## config.mk

```make
export PLATFORM = sky130hd
export DESIGN_NAME = hazard_ctrl_flat
export DESIGN_NICKNAME = d
export VERILOG_FILES = /design/src/rtl/hazard_ctrl_if.sv /design/src/rtl/hazard_ctrl.sv /design/src/flat_wrapper.sv
export SDC_FILE = /design/constraint.sdc
export NUM_CORES = 1
export LEC_CHECK = 0
export ABC_AREA = 0
export ABC_CLOCK_PERIOD_IN_PS = 2400
export CAP_MARGIN = 5
export CORE_ASPECT_RATIO = 1.25
export CORE_MARGIN = 4
export CORE_UTILIZATION = 45
export CTS_CLUSTER_DIAMETER = 30
export DETAILED_ROUTE_END_ITERATION = 8
export DONT_BUFFER_PORTS = 1
export HOLD_SLACK_MARGIN = 0.08
export PLACE_DENSITY = 0.6
export SYNTH_ARGS = -nofsm -noshare
export SYNTH_HDL_FRONTEND = slang
export SYNTH_SLANG_ARGS = --single-unit
```

## constraint.sdc

```tcl
create_clock -name clk -period 2.4 [get_ports clk]
set_input_delay 0.36 -clock clk [delete_from_list [all_inputs] [get_ports clk]]
set_output_delay 0.36 -clock clk [all_outputs]
set_load 0.02 [all_outputs]
```

## src/rtl/hazard_ctrl_if.sv

```systemverilog
// Pipeline <-> hazard controller signal bundle.
// master: pipeline side (drives hazard inputs); slave: the controller.
interface hazard_ctrl_if;
  logic        idex_mem_read;
  logic [4:0]  idex_rd;
  logic [4:0]  ifid_rs1;
  logic [4:0]  ifid_rs2;
  logic        ifid_rs1_used;
  logic        ifid_rs2_used;
  logic        branch_taken;
  logic        dmem_busy;
  logic        halt_req;

  logic        pc_write;
  logic        ifid_write;
  logic        ifid_flush;
  logic        idex_write;
  logic        idex_bubble;
  logic        halted;
  logic [1:0]  state;
  logic [31:0] stall_cnt;
  logic [31:0] flush_cnt;
  logic [31:0] freeze_cnt;

  modport master (
    output idex_mem_read, idex_rd, ifid_rs1, ifid_rs2, ifid_rs1_used, ifid_rs2_used,
           branch_taken, dmem_busy, halt_req,
    input  pc_write, ifid_write, ifid_flush, idex_write, idex_bubble, halted, state,
           stall_cnt, flush_cnt, freeze_cnt
  );

  modport slave (
    input  idex_mem_read, idex_rd, ifid_rs1, ifid_rs2, ifid_rs1_used, ifid_rs2_used,
           branch_taken, dmem_busy, halt_req,
    output pc_write, ifid_write, ifid_flush, idex_write, idex_bubble, halted, state,
           stall_cnt, flush_cnt, freeze_cnt
  );
endinterface

```

## src/rtl/hazard_ctrl.sv

```systemverilog
// Pipeline hazard controller: freeze / branch flush / load-use stall / halt drain.
// Define HAZARD_PERF_CNT_EN to build the stall/flush/freeze performance counters.
module hazard_ctrl (
  input logic          clk,
  input logic          reset_n,
  hazard_ctrl_if.slave hz
);

  typedef enum logic [1:0] {
    RUN    = 2'b00,
    DRAIN  = 2'b01,
    HALTED = 2'b10
  } state_t;

  state_t     state_q, state_d;
  logic [1:0] drain_q, drain_d;

  logic load_use;
  logic pc_write, ifid_write, ifid_flush, idex_write, idex_bubble;

  assign load_use = hz.idex_mem_read && (hz.idex_rd != 5'd0) &&
                    ((hz.ifid_rs1_used && (hz.ifid_rs1 == hz.idex_rd)) ||
                     (hz.ifid_rs2_used && (hz.ifid_rs2 == hz.idex_rd)));

  always_ff @(posedge clk or negedge reset_n) begin
    if (!reset_n) begin
      state_q <= RUN;
      drain_q <= '0;
    end else begin
      state_q <= state_d;
      drain_q <= drain_d;
    end
  end

  always_comb begin
    state_d     = state_q;
    drain_d     = drain_q;
    pc_write    = 1'b0;
    ifid_write  = 1'b0;
    ifid_flush  = 1'b0;
    idex_write  = 1'b1;
    idex_bubble = 1'b1;

    unique case (state_q)
      RUN: begin
        if (hz.dmem_busy) begin
          idex_write  = 1'b0;
          idex_bubble = 1'b0;
        end else if (hz.branch_taken) begin
          pc_write   = 1'b1;
          ifid_write = 1'b1;
          ifid_flush = 1'b1;
        end else if (load_use) begin
          idex_bubble = 1'b1;
        end else if (hz.halt_req) begin
          state_d = DRAIN;
          drain_d = 2'd3;
        end else begin
          pc_write    = 1'b1;
          ifid_write  = 1'b1;
          idex_bubble = 1'b0;
        end
      end
      DRAIN: begin
        if (hz.dmem_busy) begin
          idex_write  = 1'b0;
          idex_bubble = 1'b0;
        end else begin
          drain_d = drain_q - 2'd1;
          if (drain_q <= 2'd1) state_d = HALTED;
        end
      end
      HALTED: begin
        idex_write = 1'b0;
      end
      default: begin
        state_d = RUN;
        drain_d = '0;
      end
    endcase

    // Outputs follow reset_n directly so the pipeline is held safe before any edge.
    if (!reset_n) begin
      pc_write    = 1'b0;
      ifid_write  = 1'b0;
      ifid_flush  = 1'b1;
      idex_write  = 1'b1;
      idex_bubble = 1'b1;
    end
  end

  assign hz.pc_write    = pc_write;
  assign hz.ifid_write  = ifid_write;
  assign hz.ifid_flush  = ifid_flush;
  assign hz.idex_write  = idex_write;
  assign hz.idex_bubble = idex_bubble;
  assign hz.halted      = (state_q == HALTED);
  assign hz.state       = state_q;

`ifdef HAZARD_PERF_CNT_EN
  logic        stall_ev, flush_ev, freeze_ev;
  logic [31:0] stall_q, flush_q, freeze_q;

  assign flush_ev  = (state_q == RUN) && !hz.dmem_busy && hz.branch_taken;
  assign stall_ev  = (state_q == RUN) && !hz.dmem_busy && !hz.branch_taken && load_use;
  assign freeze_ev = (state_q != HALTED) && hz.dmem_busy;

  always_ff @(posedge clk or negedge reset_n) begin
    if (!reset_n) begin
      stall_q  <= '0;
      flush_q  <= '0;
      freeze_q <= '0;
    end else begin
      if (stall_ev)  stall_q  <= stall_q + 32'd1;
      if (flush_ev)  flush_q  <= flush_q + 32'd1;
      if (freeze_ev) freeze_q <= freeze_q + 32'd1;
    end
  end

  assign hz.stall_cnt  = stall_q;
  assign hz.flush_cnt  = flush_q;
  assign hz.freeze_cnt = freeze_q;
`else
  assign hz.stall_cnt  = '0;
  assign hz.flush_cnt  = '0;
  assign hz.freeze_cnt = '0;
`endif

endmodule

```

## src/flat_wrapper.sv

```systemverilog
// flat-port wrapper written by rule: the top's interface ports become plain ports
module hazard_ctrl_flat 
  (clk, reset_n, hz_idex_mem_read, hz_idex_rd, hz_ifid_rs1, hz_ifid_rs2, hz_ifid_rs1_used, hz_ifid_rs2_used, hz_branch_taken, hz_dmem_busy, hz_halt_req, hz_pc_write, hz_ifid_write, hz_ifid_flush, hz_idex_write, hz_idex_bubble, hz_halted, hz_state, hz_stall_cnt, hz_flush_cnt, hz_freeze_cnt);
  hazard_ctrl_if hz_i ();
  input logic clk;
  input logic reset_n;
  input wire logic [$bits(hz_i.idex_mem_read)-1:0] hz_idex_mem_read;
  input wire logic [$bits(hz_i.idex_rd)-1:0] hz_idex_rd;
  input wire logic [$bits(hz_i.ifid_rs1)-1:0] hz_ifid_rs1;
  input wire logic [$bits(hz_i.ifid_rs2)-1:0] hz_ifid_rs2;
  input wire logic [$bits(hz_i.ifid_rs1_used)-1:0] hz_ifid_rs1_used;
  input wire logic [$bits(hz_i.ifid_rs2_used)-1:0] hz_ifid_rs2_used;
  input wire logic [$bits(hz_i.branch_taken)-1:0] hz_branch_taken;
  input wire logic [$bits(hz_i.dmem_busy)-1:0] hz_dmem_busy;
  input wire logic [$bits(hz_i.halt_req)-1:0] hz_halt_req;
  output wire logic [$bits(hz_i.pc_write)-1:0] hz_pc_write;
  output wire logic [$bits(hz_i.ifid_write)-1:0] hz_ifid_write;
  output wire logic [$bits(hz_i.ifid_flush)-1:0] hz_ifid_flush;
  output wire logic [$bits(hz_i.idex_write)-1:0] hz_idex_write;
  output wire logic [$bits(hz_i.idex_bubble)-1:0] hz_idex_bubble;
  output wire logic [$bits(hz_i.halted)-1:0] hz_halted;
  output wire logic [$bits(hz_i.state)-1:0] hz_state;
  output wire logic [$bits(hz_i.stall_cnt)-1:0] hz_stall_cnt;
  output wire logic [$bits(hz_i.flush_cnt)-1:0] hz_flush_cnt;
  output wire logic [$bits(hz_i.freeze_cnt)-1:0] hz_freeze_cnt;
  assign hz_i.idex_mem_read = hz_idex_mem_read;
  assign hz_i.idex_rd = hz_idex_rd;
  assign hz_i.ifid_rs1 = hz_ifid_rs1;
  assign hz_i.ifid_rs2 = hz_ifid_rs2;
  assign hz_i.ifid_rs1_used = hz_ifid_rs1_used;
  assign hz_i.ifid_rs2_used = hz_ifid_rs2_used;
  assign hz_i.branch_taken = hz_branch_taken;
  assign hz_i.dmem_busy = hz_dmem_busy;
  assign hz_i.halt_req = hz_halt_req;
  assign hz_pc_write = hz_i.pc_write;
  assign hz_ifid_write = hz_i.ifid_write;
  assign hz_ifid_flush = hz_i.ifid_flush;
  assign hz_idex_write = hz_i.idex_write;
  assign hz_idex_bubble = hz_i.idex_bubble;
  assign hz_halted = hz_i.halted;
  assign hz_state = hz_i.state;
  assign hz_stall_cnt = hz_i.stall_cnt;
  assign hz_flush_cnt = hz_i.flush_cnt;
  assign hz_freeze_cnt = hz_i.freeze_cnt;
  hazard_ctrl u_core (.clk(clk), .reset_n(reset_n), .hz(hz_i));
endmodule
```

==> flow_summary.json, run 1 <==
{
  "peakVddDrop_v": 0.000366,
  "skew_ns": 0.00430,
  "dieArea_sq_um": 3510,
  "status": "finished clean",
  "regToRegSetupSlack_ns": 0.92,
  "die_x_um": 53.8,
  "critPathArrivalTime_ns": 1.63,
  "power_uw": 621,
  "drt-initial-drc-count": 7,
  "switching_share_pct": 56.7,
  "hp-start": "hz_dmem_busy",
  "reg2regPathDepth": 6,
  "cp_data_required_time_ns": 2.04,
  "drt_first_pass_iters": 3,
  "overflow": 0,
  "vias": 684,
  "fill_cells": 272,
  "cts.sinks": 4,
  "place_congestion": 0.772,
  "rows": 20,
  "drc_errors": 0,
  "hpwl_um": 1750,
  "cts_made_buffers": 3,
  "internal_power_uw": 269,
  "ios": 127,
  "wirelength_um": 1920,
  "crit_fanout": 5,
  "initial_core_util_pct": 47.6,
  "clkPwrFrac_pct": 13.3,
  "leakage_nw": 0.518,
  "synth_seq_area_share_pct": 8.48,
  "nets": 186,
  "powerDensity_nw_per_um2": 694,
  "htreeDepth": 1,
  "grt_max_degree": 11,
  "hold_end": "u_core.drain_q[0]",
  "start_kind": "input port",
  "final_hold_viol_count": 0,
  "setup_tns_ns": 0,
  "clockBufferDepth": 2,
  "p_comb_share_pct": 61.9,
  "io_buffers": 0,
  "syn_inst": 157,
  "clock.fmax_mhz": 503,
  "drv_slew": 0,
  "timing.rr.start": "u_core.drain_q[1]",
  "cts_resized": 0,
  "synth.avg_cell_area_sq_um": 7.52,
  "area_growth_pct": -24.1,
  "ys_types": 27,
  "layout_common_cells": "96 x conb_1, 10 x xnor2_1, 7 x nand2_1",
  "hold_depth": 2,
  "final_layout_size_suffix_gt1_share_pct": 3.75,
  "grt_usage_pct": 8.21,
  "hold_path_class": "input port to flip-flop",
  "grt_pass1_vias": 466,
  "routed_via_density": 3.54,
  "cts_tree": "done",
  "finalSetupViolCount": 0,
  "r2r_end": "u_core.drain_q[1]",
  "die_h_um": 65.3,
  "worstSetupPathType": "input port to primary output",
  "coreArea_sq_um": 2480,
  "clk_root_buffer_cell": "clkbuf_4",
  "rsz0062_at_grt": "false",
  "critPathCaptureType": "primary output",
  "ys_ff_latch": 4,
  "seqPwrFrac_pct": 24.8,
  "antenna_found_initial": 0,
  "ant_nets": 0,
  "switchingPower_uw": 352,
  "syn-cell-area_sq_um": 1180,
  "clk_latency_ns": 0.23,
  "clk_pin_slew_ns": 0.03,
  "wire_per_inst_um": 9.94,
  "final_common_cell": "conb_1",
  "synth_warnings": 0,
  "antenna_cells": 0,
  "maxCapViolCount": 0,
  "min_period_over_period_pct": 82.8,
  "fin_crit_ns": 1.99,
  "grt_pass1_wl_um": 2020,
  "cts_setup_buffers": 0
}
[repair_timing]
action                                  in CTS  in global routing
hold buffers                                 1                  0
endpoints found under the setup margin       0                  0
endpoints found under the hold margin        4                  0
[cell families after synthesis]
| group | count (synthesis) | synth area share [%] |
|---|---|---|
| buffers and inverters | 102 | 63.4 |
| AND/OR/NAND/NOR | 20 | 8.06 |
| AO/OA/AOI/OAI | 18 | 10.4 |
| XOR/XNOR | 10 | 7.42 |
| flip-flops | 4 | 8.48 |
| adder cells (fa/ha/maj) | 1 | 1.06 |
| other | 1 | 0.318 |
| multiplexers | 1 | 0.848 |
[state kept, by name, indices dropped and copies added, names as in the netlist]
signal / count
u_core.drain_q: 2
u_core.hz.state: 2
[per-stage QoR]
stage	utilization (%)	hold WS (ns)	area [sq um]	worst slack, ns	instances
floorplan	-	0.0644	1540	0.408	252
global placement	34.8	0.0647	863	0.438	189
detailed placement	34.8	0.0646	863	0.401	189
CTS	36.2	0.343	896	0.382	193
global route	36.2	0.354	896	0.284	193
finish	36.2	0.351	896	0.414	193
[final cells by class]
cell class	count	area (sq um)	share of cell area (%)
sequential	4	100	11.2
clock buffer	3	22.5	2.51
tap	33	41.3	4.61
inverter	3	11.3	1.26
multi-input combinational	146	688	76.8
timing repair buffer	4	32.5	3.63
[layer usage]
| layer | track usage, % | up-vias | routed length (um) |
|---|---|---|---|
| met5 | 0 | - | 0 |
| met4 | 3.83 | 0 | 0 |
| met3 | 4.08 | 0 | 353 |
| met2 | 14.8 | 63 | 1070 |
| met1 | 7.17 | 299 | 491 |
| li1 | - | 322 | - |
[worst max-delay path, cell delays in order]
cell and delay (ns):
or4_1 0.51, o21a_1 0.23, a21oi_1 0.15, o211a_1 0.37
[how the worst max path moves through the flow]
stage / from / endpoint / cells after the start
finish: hz_idex_rd[0] / hz_pc_write / 4
detailed placement: hz_idex_rd[0] / hz_ifid_write / 4
CTS: u_core.hz.state[1] / hz_idex_write / 4
global route: u_core.hz.state[1] / hz_idex_write / 4
global placement: hz_idex_rd[0] / hz_ifid_write / 4
floorplan: hz_idex_rd[0] / hz_pc_write / 5
[synth_stat cells]
library cell | n | area, sq um
a21o_1 | 1 | 7.51
a21oi_1 | 4 | 20.0
a22o_1 | 1 | 8.76
a311o_1 | 1 | 10.0
a32o_1 | 1 | 10.0
and2_0 | 1 | 6.26
buf_2 | 1 | 5.00
buf_4 | 97 | 728
clkbuf_1 | 1 | 3.75
conb_1 | 1 | 3.75
dfrtp_1 | 4 | 100
ha_1 | 1 | 12.5
inv_1 | 3 | 11.3
mux2i_1 | 1 | 10.0
nand2_1 | 7 | 26.3
nand2b_1 | 1 | 6.26
nand4_1 | 2 | 12.5
nor2_1 | 5 | 18.8
nor3_1 | 2 | 10.0
o211a_1 | 1 | 10.0
o21a_1 | 1 | 7.51
o21ai_0 | 4 | 20.0
o21bai_1 | 1 | 7.51
o22ai_1 | 2 | 12.5
o2bb2ai_1 | 1 | 8.76
or4_1 | 2 | 15.0
xnor2_1 | 10 | 87.6
[power by group through the flow]
| stage | clock [mW] | combinational (mW) | sequential (mW) |
|---|---|---|---|
| floorplan | 0 | 0.470 | 0.133 |
| global placement | 0 | 0.383 | 0.156 |
| detailed placement | 0 | 0.381 | 0.155 |
| CTS | 0.0878 | 0.386 | 0.155 |
| global route | 0.0925 | 0.430 | 0.162 |
| finish | 0.0825 | 0.384 | 0.154 |
Note: power is estimated with default switching activity, not from simulation.
==> run 2: changes to the inputs <==
--- a/config.mk
+++ b/config.mk
@@ -6,7 +6,7 @@
 export NUM_CORES = 1
 export LEC_CHECK = 0
 export ABC_AREA = 0
-export ABC_CLOCK_PERIOD_IN_PS = 2400
+export ABC_CLOCK_PERIOD_IN_PS = 1810
 export CAP_MARGIN = 5
 export CORE_ASPECT_RATIO = 1.25
 export CORE_MARGIN = 4
@@ -15,7 +15,7 @@
 export DETAILED_ROUTE_END_ITERATION = 8
 export DONT_BUFFER_PORTS = 1
 export HOLD_SLACK_MARGIN = 0.08
-export PLACE_DENSITY = 0.6
+export PLACE_DENSITY = 0.62
 export SYNTH_ARGS = -nofsm -noshare
 export SYNTH_HDL_FRONTEND = slang
 export SYNTH_SLANG_ARGS = --single-unit
==> constraint.sdc (replaced) <==
create_clock -name clk -period 1.81 [get_ports clk]
set_input_delay 0.2715 -clock clk [delete_from_list [all_inputs] [get_ports clk]]
set_output_delay 0.2715 -clock clk [all_outputs]
set_load 0.02 [all_outputs]
==> flow_summary.json, run 2 (synthesized netlist as in run 1, its figures left out) <==
{
  "ant_nets": 0,
  "clk_pin_slew_ns": 0.03,
  "wire_per_inst_um": 10.0,
  "drv_slew": 0,
  "start_kind": "input port",
  "final_hold_viol_count": 0,
  "nets": 190,
  "p_comb_share_pct": 66.4,
  "grt_pass1_vias": 557,
  "place_inst": 193,
  "min_period_over_period_pct": 95.9,
  "hpwl_um": 1820,
  "ios": 127,
  "area_growth_pct": -20.5,
  "antenna_found_initial": 0,
  "hp-start": "hz_dmem_busy",
  "die_h_um": 65.3,
  "skew_ns": 0.00585,
  "clk_root_buffer_cell": "clkbuf_4",
  "switchingPower_uw": 484,
  "overflow": 0,
  "drc_errors": 0,
  "cts_tree": "done",
  "worstSetupPathType": "input port to primary output",
  "grt_usage_pct": 9.07,
  "leakage_nw": 0.542,
  "htreeDepth": 1,
  "maxCapViolCount": 0,
  "place_congestion": 0.711,
  "clkPwrFrac_pct": 12.9,
  "hold_path_class": "input port to flip-flop",
  "initial_core_util_pct": 47.6,
  "final_core_util_pct": 37.9,
  "r2r_end": "u_core.drain_q[1]",
  "io_buffers": 0,
  "multi_input_area_sq_um": 688,
  "cts.sinks": 4,
  "clockBufferDepth": 2,
  "hold_end": "u_core.drain_q[0]",
  "finalSetupViolCount": 0,
  "coreArea_sq_um": 2480,
  "regToRegSetupSlack_ns": 0.30,
  "wirelength_um": 1970,
  "fill_cells": 276,
  "timing.hold.ws_ns": 0.257,
  "switching_share_pct": 54.7,
  "vias": 700,
  "cts_made_buffers": 3,
  "place_area_sq_um": 906,
  "register_area_sq_um": 100,
  "rows": 20,
  "antenna_cells": 0,
  "dieArea_sq_um": 3510,
  "grt_pass1_wl_um": 2320,
  "final_layout_size_suffix_gt1_share_pct": 6.10,
  "powerDensity_nw_per_um2": 943,
  "final_common_cell": "conb_1",
  "clock.fmax_mhz": 576,
  "die_x_um": 53.8,
  "routed_via_density": 3.55,
  "crit_fanout": 5,
  "final_cells": 197,
  "fin_crit_ns": 1.74,
  "drt-initial-drc-count": 3,
  "internal_power_uw": 401,
  "critPathCaptureType": "primary output",
  "hold_depth": 2,
  "grt_max_degree": 9,
  "status": "finished clean",
  "cp_data_required_time_ns": 1.54,
  "drt_first_pass_iters": 3,
  "peakVddDrop_v": 0.000527,
  "critPathArrivalTime_ns": 1.46,
  "clk_latency_ns": 0.24,
  "reg2regPathDepth": 6,
  "stdcell_area_sq_um": 938,
  "layout_common_cells": "96 x conb_1, 10 x xnor2_1, 7 x nand2_1",
  "timing.rr.start": "u_core.drain_q[1]",
  "seqPwrFrac_pct": 20.7,
  "rsz0062_at_grt": "true"
}
==> run 2: metrics by stage <==
| step | setup TNS [ns] | power, mW | setup slack, ns |
|---|---|---|---|
| after floorplan | -0.00513 | 0.798 | -0.00513 |
| after global placement | 0 | 0.766 | 0.0794 |
| after detailed placement | 0 | 0.769 | 0.0718 |
| after CTS | 0 | 0.891 | 0.0669 |
| after global routing | -0.0262 | 0.963 | -0.00940 |
| final | 0 | 0.885 | 0.0742 |
==> run 2: area by class of cell <==
class / count / share of cell area, %
clock buffers: 3 / 2.40
repair buffers: 8 / 8.00
flip-flops and latches: 4 / 10.7
multi-input cells: 146 / 73.3
well taps: 33 / 4.40
inverters: 3 / 1.20
==> run 2: worst max-delay path by stage <==
stage                       start       endpoint  depth (start not counted)
finish              hz_idex_rd[0]    hz_pc_write                          5
global route        hz_idex_rd[0]  hz_ifid_write                          5
CTS                 hz_idex_rd[0]  hz_ifid_write                          5
detailed placement  hz_idex_rd[0]  hz_ifid_write                          5
global placement    hz_idex_rd[0]  hz_ifid_write                          5
floorplan           hz_idex_rd[0]    hz_pc_write                          5
==> run 2: worst max-delay path, stage by stage <==
cell and delay (ns):
or4_1 0.51, o21a_1 0.23, a21oi_1 0.13, o211a_1 0.19, buf_12 0.13
==> run 2: metal layers <==
metal	global-route usage (%)	routed length, um	vias up
li1	-	-	325
met1	7.30	454	306
met2	17.3	1120	66
met3	5.22	389	3
met4	2.88	11	0
met5	0	0	-
==> run 2: repair_timing <==
item | 4_1_cts | 5_1_grt
buffers inserted | 0 | 0
endpoints found under the hold margin | 4 | 0
resized for setup | 0 | 0
endpoints found under the setup margin | 0 | 3
hold buffers | 1 | 0
==> run 2: power by group through the flow <==
stage | Combinational, mW | Clock (mW) | Sequential, mW
finish | 0.588 | 0.114 | 0.183
global route | 0.651 | 0.123 | 0.189
CTS | 0.589 | 0.119 | 0.183
detailed placement | 0.585 | 0 | 0.184
global placement | 0.581 | 0 | 0.185
floorplan | 0.623 | 0 | 0.176
